===== config.mk =====
export PLATFORM = sky130hd
export DESIGN_NAME = pll_phase_cal_flat
export DESIGN_NICKNAME = d
export VERILOG_FILES = /design/src/rtl/pll_phase_cal_if.sv /design/src/rtl/pll_phase_cal.sv /design/src/flat_wrapper.sv
export SDC_FILE = /design/constraint.sdc
export NUM_CORES = 1
export LEC_CHECK = 0
export ABC_AREA = 1
export BUFFER_PORTS_ARGS = -buffer_cell sky130_fd_sc_hd__buf_2
export CAP_MARGIN = 40
export CORE_ASPECT_RATIO = 0.75
export CORE_UTILIZATION = 39
export CTS_CLUSTER_DIAMETER = 80
export CTS_CLUSTER_SIZE = 40
export DETAILED_ROUTE_END_ITERATION = 12
export GPL_TIMING_DRIVEN = 1
export SLEW_MARGIN = 10
export SYNTH_ARGS = -nofsm -noshare
export SYNTH_HDL_FRONTEND = slang
export SYNTH_SLANG_ARGS = --single-unit

===== constraint.sdc =====
create_clock -name clk -period 5.5 [get_ports clk]
set_input_delay 1.1 -clock clk [delete_from_list [all_inputs] [get_ports clk]]
set_output_delay 1.1 -clock clk [all_outputs]
set_load 0.02 [all_outputs]

===== src/rtl/pll_phase_cal_if.sv =====
// rtl/pll_phase_cal_if.sv - read-back tester handshake between phase calibrator and PSRAM datapath
interface pll_phase_cal_if;
    logic test_req;
    logic test_done;
    logic test_pass;

    modport master (output test_req, input test_done, input test_pass);
    modport slave  (input test_req, output test_done, output test_pass);
endinterface


===== src/rtl/pll_phase_cal.sv =====
// rtl/pll_phase_cal.sv - PSRAM PLL reset/lock sequencer and PSDA phase sweep calibrator
module pll_phase_cal #(
    parameter int RST_CYCLES    = 16,
    parameter int LOCK_TIMEOUT  = 4096,
    parameter int SETTLE_CYCLES = 64,
    parameter int TEST_TIMEOUT  = 1024,
    parameter int MIN_WINDOW    = 2
) (
    input  logic                   clk,
    input  logic                   rst,
    input  logic                   start_i,
    input  logic                   pll_lock_i,
    output logic                   pll_reset_o,
    output logic [3:0]             pll_psda_o,
    pll_phase_cal_if.master        tst_if,
    output logic                   cal_busy_o,
    output logic                   cal_done_o,
    output logic                   cal_fail_o,
    output logic [3:0]             cal_phase_o,
    output logic [15:0]            pass_map_o
);
    localparam int MAX_AB  = (RST_CYCLES > LOCK_TIMEOUT) ? RST_CYCLES : LOCK_TIMEOUT;
    localparam int MAX_CD  = (SETTLE_CYCLES > TEST_TIMEOUT) ? SETTLE_CYCLES : TEST_TIMEOUT;
    localparam int MAX_CYC = (MAX_AB > MAX_CD) ? MAX_AB : MAX_CD;
    localparam int CW      = $clog2(MAX_CYC + 1);

    typedef enum logic [3:0] {
        S_IDLE, S_PLL_RST, S_WAIT_LOCK, S_SETTLE, S_TEST, S_EVAL,
        S_PICK, S_CHOOSE, S_PHASE_SET, S_DONE, S_FAIL
    } state_t;

    state_t         state_q;
    logic [CW-1:0]  cnt_q;
    logic [3:0]     step_q;
    logic [4:0]     idx_q;
    logic [4:0]     run_len_q;
    logic [4:0]     best_len_q;
    logic [3:0]     run_start_q;
    logic [3:0]     best_start_q;
    logic           lock_meta_q;
    logic           lock_sync_q;
    logic           pll_reset_q;
    logic [3:0]     pll_psda_q;
    logic           test_req_q;
    logic           cal_busy_q;
    logic           cal_done_q;
    logic           cal_fail_q;
    logic [3:0]     cal_phase_q;
    logic [15:0]    pass_map_q;

    logic           restart_d;
    logic           scan_bit_d;
    logic [4:0]     run_len_d;
    logic [4:0]     half_d;
    logic [3:0]     phase_d;

    always_comb begin
        restart_d = 1'b0;
        if (start_i && (state_q == S_IDLE || state_q == S_DONE || state_q == S_FAIL))
            restart_d = 1'b1;
        if (state_q == S_DONE && !lock_sync_q)
            restart_d = 1'b1;
        scan_bit_d = pass_map_q[idx_q[3:0]];
        // The scan covers 32 indices, so an all-pass map would otherwise count past 16.
        run_len_d  = (run_len_q == 5'd16) ? 5'd16 : run_len_q + 5'd1;
        half_d     = (best_len_q - 5'd1) >> 1;
        phase_d    = best_start_q + half_d[3:0];
    end

    always_ff @(posedge clk or posedge rst) begin
        if (rst) begin
            state_q      <= S_IDLE;
            cnt_q        <= '0;
            step_q       <= 4'd0;
            idx_q        <= 5'd0;
            run_len_q    <= 5'd0;
            best_len_q   <= 5'd0;
            run_start_q  <= 4'd0;
            best_start_q <= 4'd0;
            lock_meta_q  <= 1'b0;
            lock_sync_q  <= 1'b0;
            pll_reset_q  <= 1'b1;
            pll_psda_q   <= 4'd0;
            test_req_q   <= 1'b0;
            cal_busy_q   <= 1'b0;
            cal_done_q   <= 1'b0;
            cal_fail_q   <= 1'b0;
            cal_phase_q  <= 4'd0;
            pass_map_q   <= 16'h0000;
        end else begin
            lock_meta_q <= pll_lock_i;
            lock_sync_q <= lock_meta_q;
            if (restart_d) begin
                state_q     <= S_PLL_RST;
                cnt_q       <= '0;
                step_q      <= 4'd0;
                pll_psda_q  <= 4'd0;
                pll_reset_q <= 1'b1;
                test_req_q  <= 1'b0;
                cal_busy_q  <= 1'b1;
                cal_done_q  <= 1'b0;
                cal_fail_q  <= 1'b0;
                pass_map_q  <= 16'h0000;
            end else begin
                case (state_q)
                    S_IDLE: pll_reset_q <= 1'b1;
                    S_PLL_RST: begin
                        if (cnt_q == CW'(RST_CYCLES - 1)) begin
                            pll_reset_q <= 1'b0;
                            cnt_q       <= '0;
                            state_q     <= S_WAIT_LOCK;
                        end else cnt_q <= cnt_q + CW'(1);
                    end
                    S_WAIT_LOCK: begin
                        if (lock_sync_q) begin
                            pll_psda_q <= step_q;
                            cnt_q      <= '0;
                            state_q    <= S_SETTLE;
                        end else if (cnt_q == CW'(LOCK_TIMEOUT - 1)) begin
                            cal_busy_q <= 1'b0;
                            cal_fail_q <= 1'b1;
                            pll_psda_q <= 4'd0;
                            state_q    <= S_FAIL;
                        end else cnt_q <= cnt_q + CW'(1);
                    end
                    S_SETTLE: begin
                        if (!lock_sync_q) begin
                            cnt_q   <= '0;
                            state_q <= S_WAIT_LOCK;
                        end else if (cnt_q == CW'(SETTLE_CYCLES - 1)) begin
                            test_req_q <= 1'b1;
                            cnt_q      <= '0;
                            state_q    <= S_TEST;
                        end else cnt_q <= cnt_q + CW'(1);
                    end
                    S_TEST: begin
                        if (!lock_sync_q) begin
                            test_req_q <= 1'b0;
                            cnt_q      <= '0;
                            state_q    <= S_WAIT_LOCK;
                        end else if (tst_if.test_done) begin
                            pass_map_q[step_q] <= tst_if.test_pass;
                            test_req_q         <= 1'b0;
                            state_q            <= S_EVAL;
                        end else if (cnt_q == CW'(TEST_TIMEOUT - 1)) begin
                            pass_map_q[step_q] <= 1'b0;
                            test_req_q         <= 1'b0;
                            state_q            <= S_EVAL;
                        end else cnt_q <= cnt_q + CW'(1);
                    end
                    S_EVAL: begin
                        if (step_q == 4'd15) begin
                            idx_q        <= 5'd0;
                            run_len_q    <= 5'd0;
                            best_len_q   <= 5'd0;
                            run_start_q  <= 4'd0;
                            best_start_q <= 4'd0;
                            state_q      <= S_PICK;
                        end else begin
                            step_q     <= step_q + 4'd1;
                            pll_psda_q <= step_q + 4'd1;
                            cnt_q      <= '0;
                            state_q    <= S_SETTLE;
                        end
                    end
                    S_PICK: begin
                        // Scanning twice round the map catches a window that wraps 15 -> 0.
                        if (scan_bit_d) begin
                            run_len_q <= run_len_d;
                            if (run_len_q == 5'd0) run_start_q <= idx_q[3:0];
                            if (run_len_d > best_len_q) begin
                                best_len_q   <= run_len_d;
                                best_start_q <= (run_len_q == 5'd0) ? idx_q[3:0] : run_start_q;
                            end
                        end else run_len_q <= 5'd0;
                        if (idx_q == 5'd31) state_q <= S_CHOOSE;
                        else idx_q <= idx_q + 5'd1;
                    end
                    S_CHOOSE: begin
                        if (best_len_q < 5'(MIN_WINDOW)) begin
                            cal_busy_q <= 1'b0;
                            cal_fail_q <= 1'b1;
                            pll_psda_q <= 4'd0;
                            state_q    <= S_FAIL;
                        end else begin
                            cal_phase_q <= phase_d;
                            pll_psda_q  <= phase_d;
                            cnt_q       <= '0;
                            state_q     <= S_PHASE_SET;
                        end
                    end
                    S_PHASE_SET: begin
                        if (cnt_q == CW'(SETTLE_CYCLES - 1)) begin
                            cal_busy_q <= 1'b0;
                            cal_done_q <= 1'b1;
                            state_q    <= S_DONE;
                        end else cnt_q <= cnt_q + CW'(1);
                    end
                    S_DONE, S_FAIL: ;
                    default: state_q <= S_IDLE;
                endcase
            end
        end
    end

    assign pll_reset_o     = pll_reset_q;
    assign pll_psda_o      = pll_psda_q;
    assign tst_if.test_req = test_req_q;
    assign cal_busy_o      = cal_busy_q;
    assign cal_done_o      = cal_done_q;
    assign cal_fail_o      = cal_fail_q;
    assign cal_phase_o     = cal_phase_q;
    assign pass_map_o      = pass_map_q;
endmodule


===== src/flat_wrapper.sv =====
// flat-port wrapper written by rule: the top's interface ports become plain ports
module pll_phase_cal_flat 
#(
    parameter int RST_CYCLES    = 16,
    parameter int LOCK_TIMEOUT  = 4096,
    parameter int SETTLE_CYCLES = 64,
    parameter int TEST_TIMEOUT  = 1024,
    parameter int MIN_WINDOW    = 2
)
  (clk, rst, start_i, pll_lock_i, pll_reset_o, pll_psda_o, cal_busy_o, cal_done_o, cal_fail_o, cal_phase_o, pass_map_o, tst_if_test_req, tst_if_test_done, tst_if_test_pass);
  pll_phase_cal_if tst_if_i ();
  input  logic clk;
  input  logic rst;
  input  logic start_i;
  input  logic pll_lock_i;
  output logic pll_reset_o;
  output logic [3:0] pll_psda_o;
  output logic cal_busy_o;
  output logic cal_done_o;
  output logic cal_fail_o;
  output logic [3:0] cal_phase_o;
  output logic [15:0] pass_map_o;
  output wire logic [$bits(tst_if_i.test_req)-1:0] tst_if_test_req;
  input wire logic [$bits(tst_if_i.test_done)-1:0] tst_if_test_done;
  input wire logic [$bits(tst_if_i.test_pass)-1:0] tst_if_test_pass;
  assign tst_if_test_req = tst_if_i.test_req;
  assign tst_if_i.test_done = tst_if_test_done;
  assign tst_if_i.test_pass = tst_if_test_pass;
  pll_phase_cal #(.RST_CYCLES(RST_CYCLES), .LOCK_TIMEOUT(LOCK_TIMEOUT), .SETTLE_CYCLES(SETTLE_CYCLES), .TEST_TIMEOUT(TEST_TIMEOUT), .MIN_WINDOW(MIN_WINDOW)) u_core (.clk(clk), .rst(rst), .start_i(start_i), .pll_lock_i(pll_lock_i), .pll_reset_o(pll_reset_o), .pll_psda_o(pll_psda_o), .tst_if(tst_if_i), .cal_busy_o(cal_busy_o), .cal_done_o(cal_done_o), .cal_fail_o(cal_fail_o), .cal_phase_o(cal_phase_o), .pass_map_o(pass_map_o));
endmodule

Yosys cells after proc, flatten, opt, wreduce, memory -nomap -nowiden
Index checks and enable logic that the tools add are counted.

word-level totals
  register bits after elaboration = 75
  input port bits = 6
  output and inout port bits = 29

operators by class
  $add $sub $neg = 6
  order comparisons = 5
  equality and inequality tests = 40
  muxes and demuxes = 86
  bitwise logic cells = 4
  reduce and logical (&&, ||, !) cells = 37

operators with widths
  operator                                                                 number
  13-bit two-way mux                                                       12
  4-bit two-way mux                                                        23
  13-bit case mux with 7 select lines                                      1
  16-bit two-way mux                                                       5
  4-bit case mux with 9 select lines                                       1
  5-bit two-way mux                                                        6
  5-bit case mux with 2 select lines                                       3
  1-bit two-way mux                                                        23
  3-bit by 1-bit inequality test with 1-bit output, second input constant  7
  16-bit bitwise AND                                                       1
  16-bit bitwise mux                                                       1
  4-bit by 3-bit == test with 1-bit output, second input constant          4
  4-bit == test, second input constant                                     4
  16-bit inverter                                                          1
  4-bit case mux with 2 select lines                                       2
  4-bit AND reduction                                                      4
  7-bit AND reduction                                                      2
  13-bit by 1-bit adder with 13-bit output, second input constant          1
  13-bit by 10-bit == test with 1-bit output, second input constant        1
  13-bit by 12-bit == test with 1-bit output, second input constant        1
  13-bit by 4-bit == test with 1-bit output, second input constant         1
  13-bit by 6-bit == test with 1-bit output, second input constant         1
  4-bit inequality test, second input constant                             3
  4-bit case mux with 3 select lines                                       1
  38 further kinds                                                         69

Logic depth before layout (Yosys ltp)
  depth after elaboration = 11
  mapped depth = 16
  mapped depth without buffers = 16

Worst setup path after synthesis
No wires, ideal clock.

  path kind = flip-flop to flip-flop
  start point = register u_core.run_len_q[0]
  end point = register u_core.best_start_q[0]
  arrival time = 1918 ps
  required time = 5383 ps
  path slack = 3466 ps
  cell stages (with the launch flop) = 13
  period minus slack after synthesis = 2034 ps
  cell sequence = dfrtp_1 -> ha_1 -> or2_2 -> nand3_1 -> inv_1 -> ha_1 -> a21o_1 -> a21oi_1 -> nand2_1 -> nand2_4 -> nand2_4 -> nand2_1 -> nand2_1

between the ends
  cells in the longest elaborated chain, start to end = 5
  elaborated cells on any way between the ends = 11
  classes of those cells = add/sub: 1; order compare: 1; eq/ne: 2; mux: 5; reduce/logical: 2

RTL lines
  item                                                                                                    RTL line              source
  from (decl)                                                                                             pll_phase_cal.sv:36   logic [4:0] run_len_q;
  from (signal assigned)                                                                                  pll_phase_cal.sv:169  run_len_q <= run_len_d;
  5-bit by 1-bit adder with 5-bit output (tied with other cells)                                          pll_phase_cal.sv:65   run_len_d = (run_len_q == 5'd16) ? 5'd16 : run_len_q + 5'd1;
  5-bit two-way mux or 4-bit two-way mux (tied branches)                                                  -
  5-bit greater-than comparator or 4-bit two-way mux (tied branches)                                      pll_phase_cal.sv:171  if (run_len_d > best_len_q) begin
  2-bit by 1-bit inequality test with 1-bit output (no source line) or 4-bit two-way mux (tied branches)  -
  5-bit AND reduction (no source line) or 4-bit case mux with 2 select lines (tied branches)              -
  to (signal assigned)                                                                                    pll_phase_cal.sv:173  best_start_q <= (run_len_q == 5'd0) ? idx_q[3:0] : run_start_q;
  to (decl)                                                                                               pll_phase_cal.sv:39   logic [3:0] best_start_q;

Several ways; a longest one is shown, not always the timed one. The select of a mux whose other input is x is not followed.
A chain may end at the register's enable or synchronous reset.

Final worst setup path
  start point = register u_core.cnt_q[0]
  end point = register u_core.pass_map_q[8] (netlist: u_core.pass_map_o[8])

between the ends
  cells in the longest elaborated chain, start to end = 3

RTL lines
  item                                        RTL line              source
  from (decl)                                 pll_phase_cal.sv:33   logic [CW-1:0] cnt_q;
  from (signal assigned)                      pll_phase_cal.sv:112  end else cnt_q <= cnt_q + CW'(1);
  from (signal assigned)                      pll_phase_cal.sv:124  end else cnt_q <= cnt_q + CW'(1);
  from (signal assigned)                      pll_phase_cal.sv:134  end else cnt_q <= cnt_q + CW'(1);
  13-bit by 10-bit == test with 1-bit output  pll_phase_cal.sv:145  end else if (cnt_q == CW'(TEST_TIMEOUT - 1)) begin
  3-bit nonzero test (no source line)         -
  3-bit AND reduction (no source line)        -
  to (signal, indexed assignment)             pll_phase_cal.sv:142  pass_map_q[step_q] <= tst_if.test_pass;
  to (decl)                                   pll_phase_cal.sv:49   logic [15:0] pass_map_q;

No other way between the ends.

==> run_results.csv <==
group,metric,value,unit
yosys,synthFlopType,"dfrtp_1",
floorplanning,die_x,133,um
floorplanning,die-area,0.0132,mm2
grt,grt_usage,20.8,%
grt,grt.busiest_layer,"met1",
route,drc,0,
yosys,synth_common_cells,"nand2_1, nor2_1, inv_1",
route,vias,4558,
worst_setup_path,cp-start-kind,"flip-flop",
yosys,synth_seq_cells,75,
min_path,hold_class,"reg2reg",
place,io_buffers,34,
yosys,synth_top_area_cell,"dfrtp_1",
grt,use_met1,31.2,%
worst_setup_path,crit_arrival,2.69,ns
yosys,synth_top_family_by_area,"simple AND/OR/NAND/NOR gates",
place,place_ws,2.97,ns
route,finalWirelength,13000,um
worst_setup_path,rrSetupSlack,3.01,ns
yosys,synth_cell_types,49,
route,drt_iter0_drc,375,
pwr,ir_worst_vdd,0.000171,V
clock_tree,cts_root_buf,"clkbuf_16",
min_path,holdPathStages,0,
sta,slew_headroom,50.2,%
yosys,synth_edf_count,0,
worst_setup_path,crit_type,"reg2reg",
yosys,yosysMostFrequentCell,"nand2_1",
yosys,avgSynthCellArea,7.29,um2
yosys,synthMuxAreaShare,0,%
route,final_antenna_net_count,0,
layout,diodes,0,
run,maxCapViolations,0,
pwr,power.leakage,2.80,nW
yosys,synth_top_area_share,37.2,%
yosys,ys_seq_area_share,37.7,%
clock_tree,postCtsSetupRepairBufs,0,
clock_tree,clk_pin_slew_worst_paths,0.06,ns
layout,post-route-util,45.5,%
route,firstDrtPassIters,5,
place,hpwl,9720,um
worst_setup_path,cp_max_fo,17,
clock_tree,cts_made_buffers,9,
clock_tree,cts_hold_buf,0,
yosys,synth_warnings,0,
layout,area_growth,12.8,%
clock_tree,clk-insertion-delay-late,0.33,ns
route,via_per_inst,5.13,
place,gp_congestion,0.863,
sta,hold_violations,0,
grt,met3_usage,4.55,%
yosys,yosys.area_share.simple,34.3,%
worst_setup_path,reg2regPathDepth,10,
layout,layout-drive-gt1-share,15.8,%
yosys,synth_area_leaders,"dfrtp_1, nand2_1, nor2_1, nand3_1, inv_1",
yosys,synthCells,683,
grt,grt_pass1_vias,4231,
yosys,synthXorXnorAreaFrac,1.41,%
grt,grtUsageMet2,30.4,%
floorplanning,core-area,0.0123,mm2
yosys,syn_nets,707,
grt,antenna_found_initial,0,
yosys,synth-adder-area-share,4.67,%
floorplanning,fp.dieH,99.9,um
clock_tree,clockBufferDepth,2,
pwr,powerDensity,462,mW/mm2
place,dp.cells,873,
grt,grt_max_degree,42,
clock_tree,cts_resized,0,
yosys,synth_compound_area_share,13.2,%
floorplanning,num_io_pins,35,
sta,fmax,0.401,GHz
layout,fin_cells,888,
sta,layout_setup_ws,3.01,ns
sta,setup_tns,0,ns
clock_tree,cts_sinks,75,
sta,grt_setup_unrepaired,"false",
yosys,synthArstFlopShare,100,%
sta,fin_crit_sh,45.3,%
sta,fin_skew,0.00925,ns
worst_setup_path,worstPathRequired,5.70,ns
min_path,hp-start,"u_core.lock_meta_q$_DFF_PP0_",
yosys,synth_area,0.00498,mm2
worst_setup_path,cp-end-kind,"flip-flop",
sta,tightest_slew,0.746,ns
clock_tree,htreeDepth,3,
clock_tree,cts_tree,"built",
floorplanning,initial_utilization,40.3,%
worst_setup_path,r2r-start,"u_core.cnt_q[0]$_DFFE_PP0P_",
sta,setup_viol,0,
status,status,"complete, no violations",
worst_setup_path,worstReg2RegEnd,"u_core.pass_map_o[8]$_DFFE_PP0P_",
sta,period_needed,2.49,ns
route,wl_per_cell,14.6,um
grt,grt_pass1_wl,21800,um
min_path,hold_path_end,"u_core.lock_sync_q$_DFF_PP0_",
sta,final_max_slew_viol_count,0,
grt,grt_overflow_total,0,
floorplanning,fp-row-count,35,
layout,nets,742,
[where the power goes]
group / leakage [nW] / internal (mW) / total (mW) / switching (mW)
registers: 1.00 / 0.665 / 0.782 / 0.117
logic: 1.64 / 0.364 / 1.17 / 0.807
clock network: 0.156 / 0.408 / 0.644 / 0.235
total: 2.80 / 1.44 / 2.60 / 1.16
[cells in the final DEF, fill, tap and decap left out, drive strengths merged, types with 2 or more instances in the layout]
cell / count
xnor2: 3
o211ai: 2
or2: 2
dfrtp: 74
xor2: 5
a21oi: 40
o21ai: 61
buf: 37
clkinv: 3
inv: 91
nand2: 172
nand3: 65
o22ai: 2
nor3: 5
nand4: 16
nor2: 99
clkbuf: 11
o31ai: 3
bufinv: 2
ha: 17
[final cells by class]
type | count | area (um2)
tap | 166 | 208
clock inverter | 4 | 73.8
multi-input combinational | 503 | 2670
sequential | 75 | 1880
timing repair buffer | 37 | 200
clock buffer | 11 | 243
inverter | 92 | 348
fill | 1260 | 6730
[through the flow]
step	hold WS [ns]	total power, mW	instance area, um2
CTS	0.356	2.60	5620
global placement	0.332	1.92	5290
finish	0.356	2.60	5620
detailed placement	0.342	1.95	5300
floorplan	0.331	1.69	4980
global route	0.365	2.78	5620
[flip-flops by register name, summed over array words and instances, names as in the netlist, 4 cells and up]
register             count
u_core.run_len_q         5
u_core.cnt_q            13
u_core.idx_q             5
u_core.best_start_q      4
u_core.cal_phase_o       4
u_core.pass_map_o       16
u_core.step_q            4
u_core.run_start_q       4
u_core.best_len_q        5
u_core.state_q           4
u_core.pll_psda_o        4
[worst max-delay path by stage]
| stage | startpoint | endpoint | cells past startpoint |
|---|---|---|---|
| global route | u_core.cnt_q[0]$_DFFE_PP0P_ | u_core.pass_map_o[8]$_DFFE_PP0P_ | 10 |
| detailed placement | start_i | u_core.pass_map_o[15]$_DFFE_PP0P_ | 6 |
| floorplan | rst | u_core.best_len_q[0]$_DFFE_PP0P_ | 1 |
| CTS | u_core.cnt_q[0]$_DFFE_PP0P_ | u_core.pass_map_o[8]$_DFFE_PP0P_ | 10 |
| finish | u_core.cnt_q[0]$_DFFE_PP0P_ | u_core.pass_map_o[8]$_DFFE_PP0P_ | 10 |
| global placement | start_i | u_core.tst_if.test_req$_DFFE_PP0P_ | 6 |
[cell families after synthesis]
group,count (synthesis)
AOI/OAI and AO/OA,115
xor gates and xnor gates,8
adders and majority gates,18
buffers and inverters,105
DFF,75
and+or+nand+nor,362
[metal layers]
metal	wire [um]	vias to the layer above
met5	0	-
li1	-	2292
met2	5430	130
met4	104	0
met3	679	11
met1	6750	2125
[worst max-delay path, stage by stage, from the launching register on]
cell and delay (ns):
dfrtp_1 0.40, ha_1 0.19, nand2_1 0.07, nor2_1 0.25
nand2_1 0.12, nor2_1 0.18, nor2_2 0.11, o21ai_4 0.40
inv_2 0.23, o21ai_0 0.26, o21ai_0 0.13
Power figures use the tool's default switching activity.
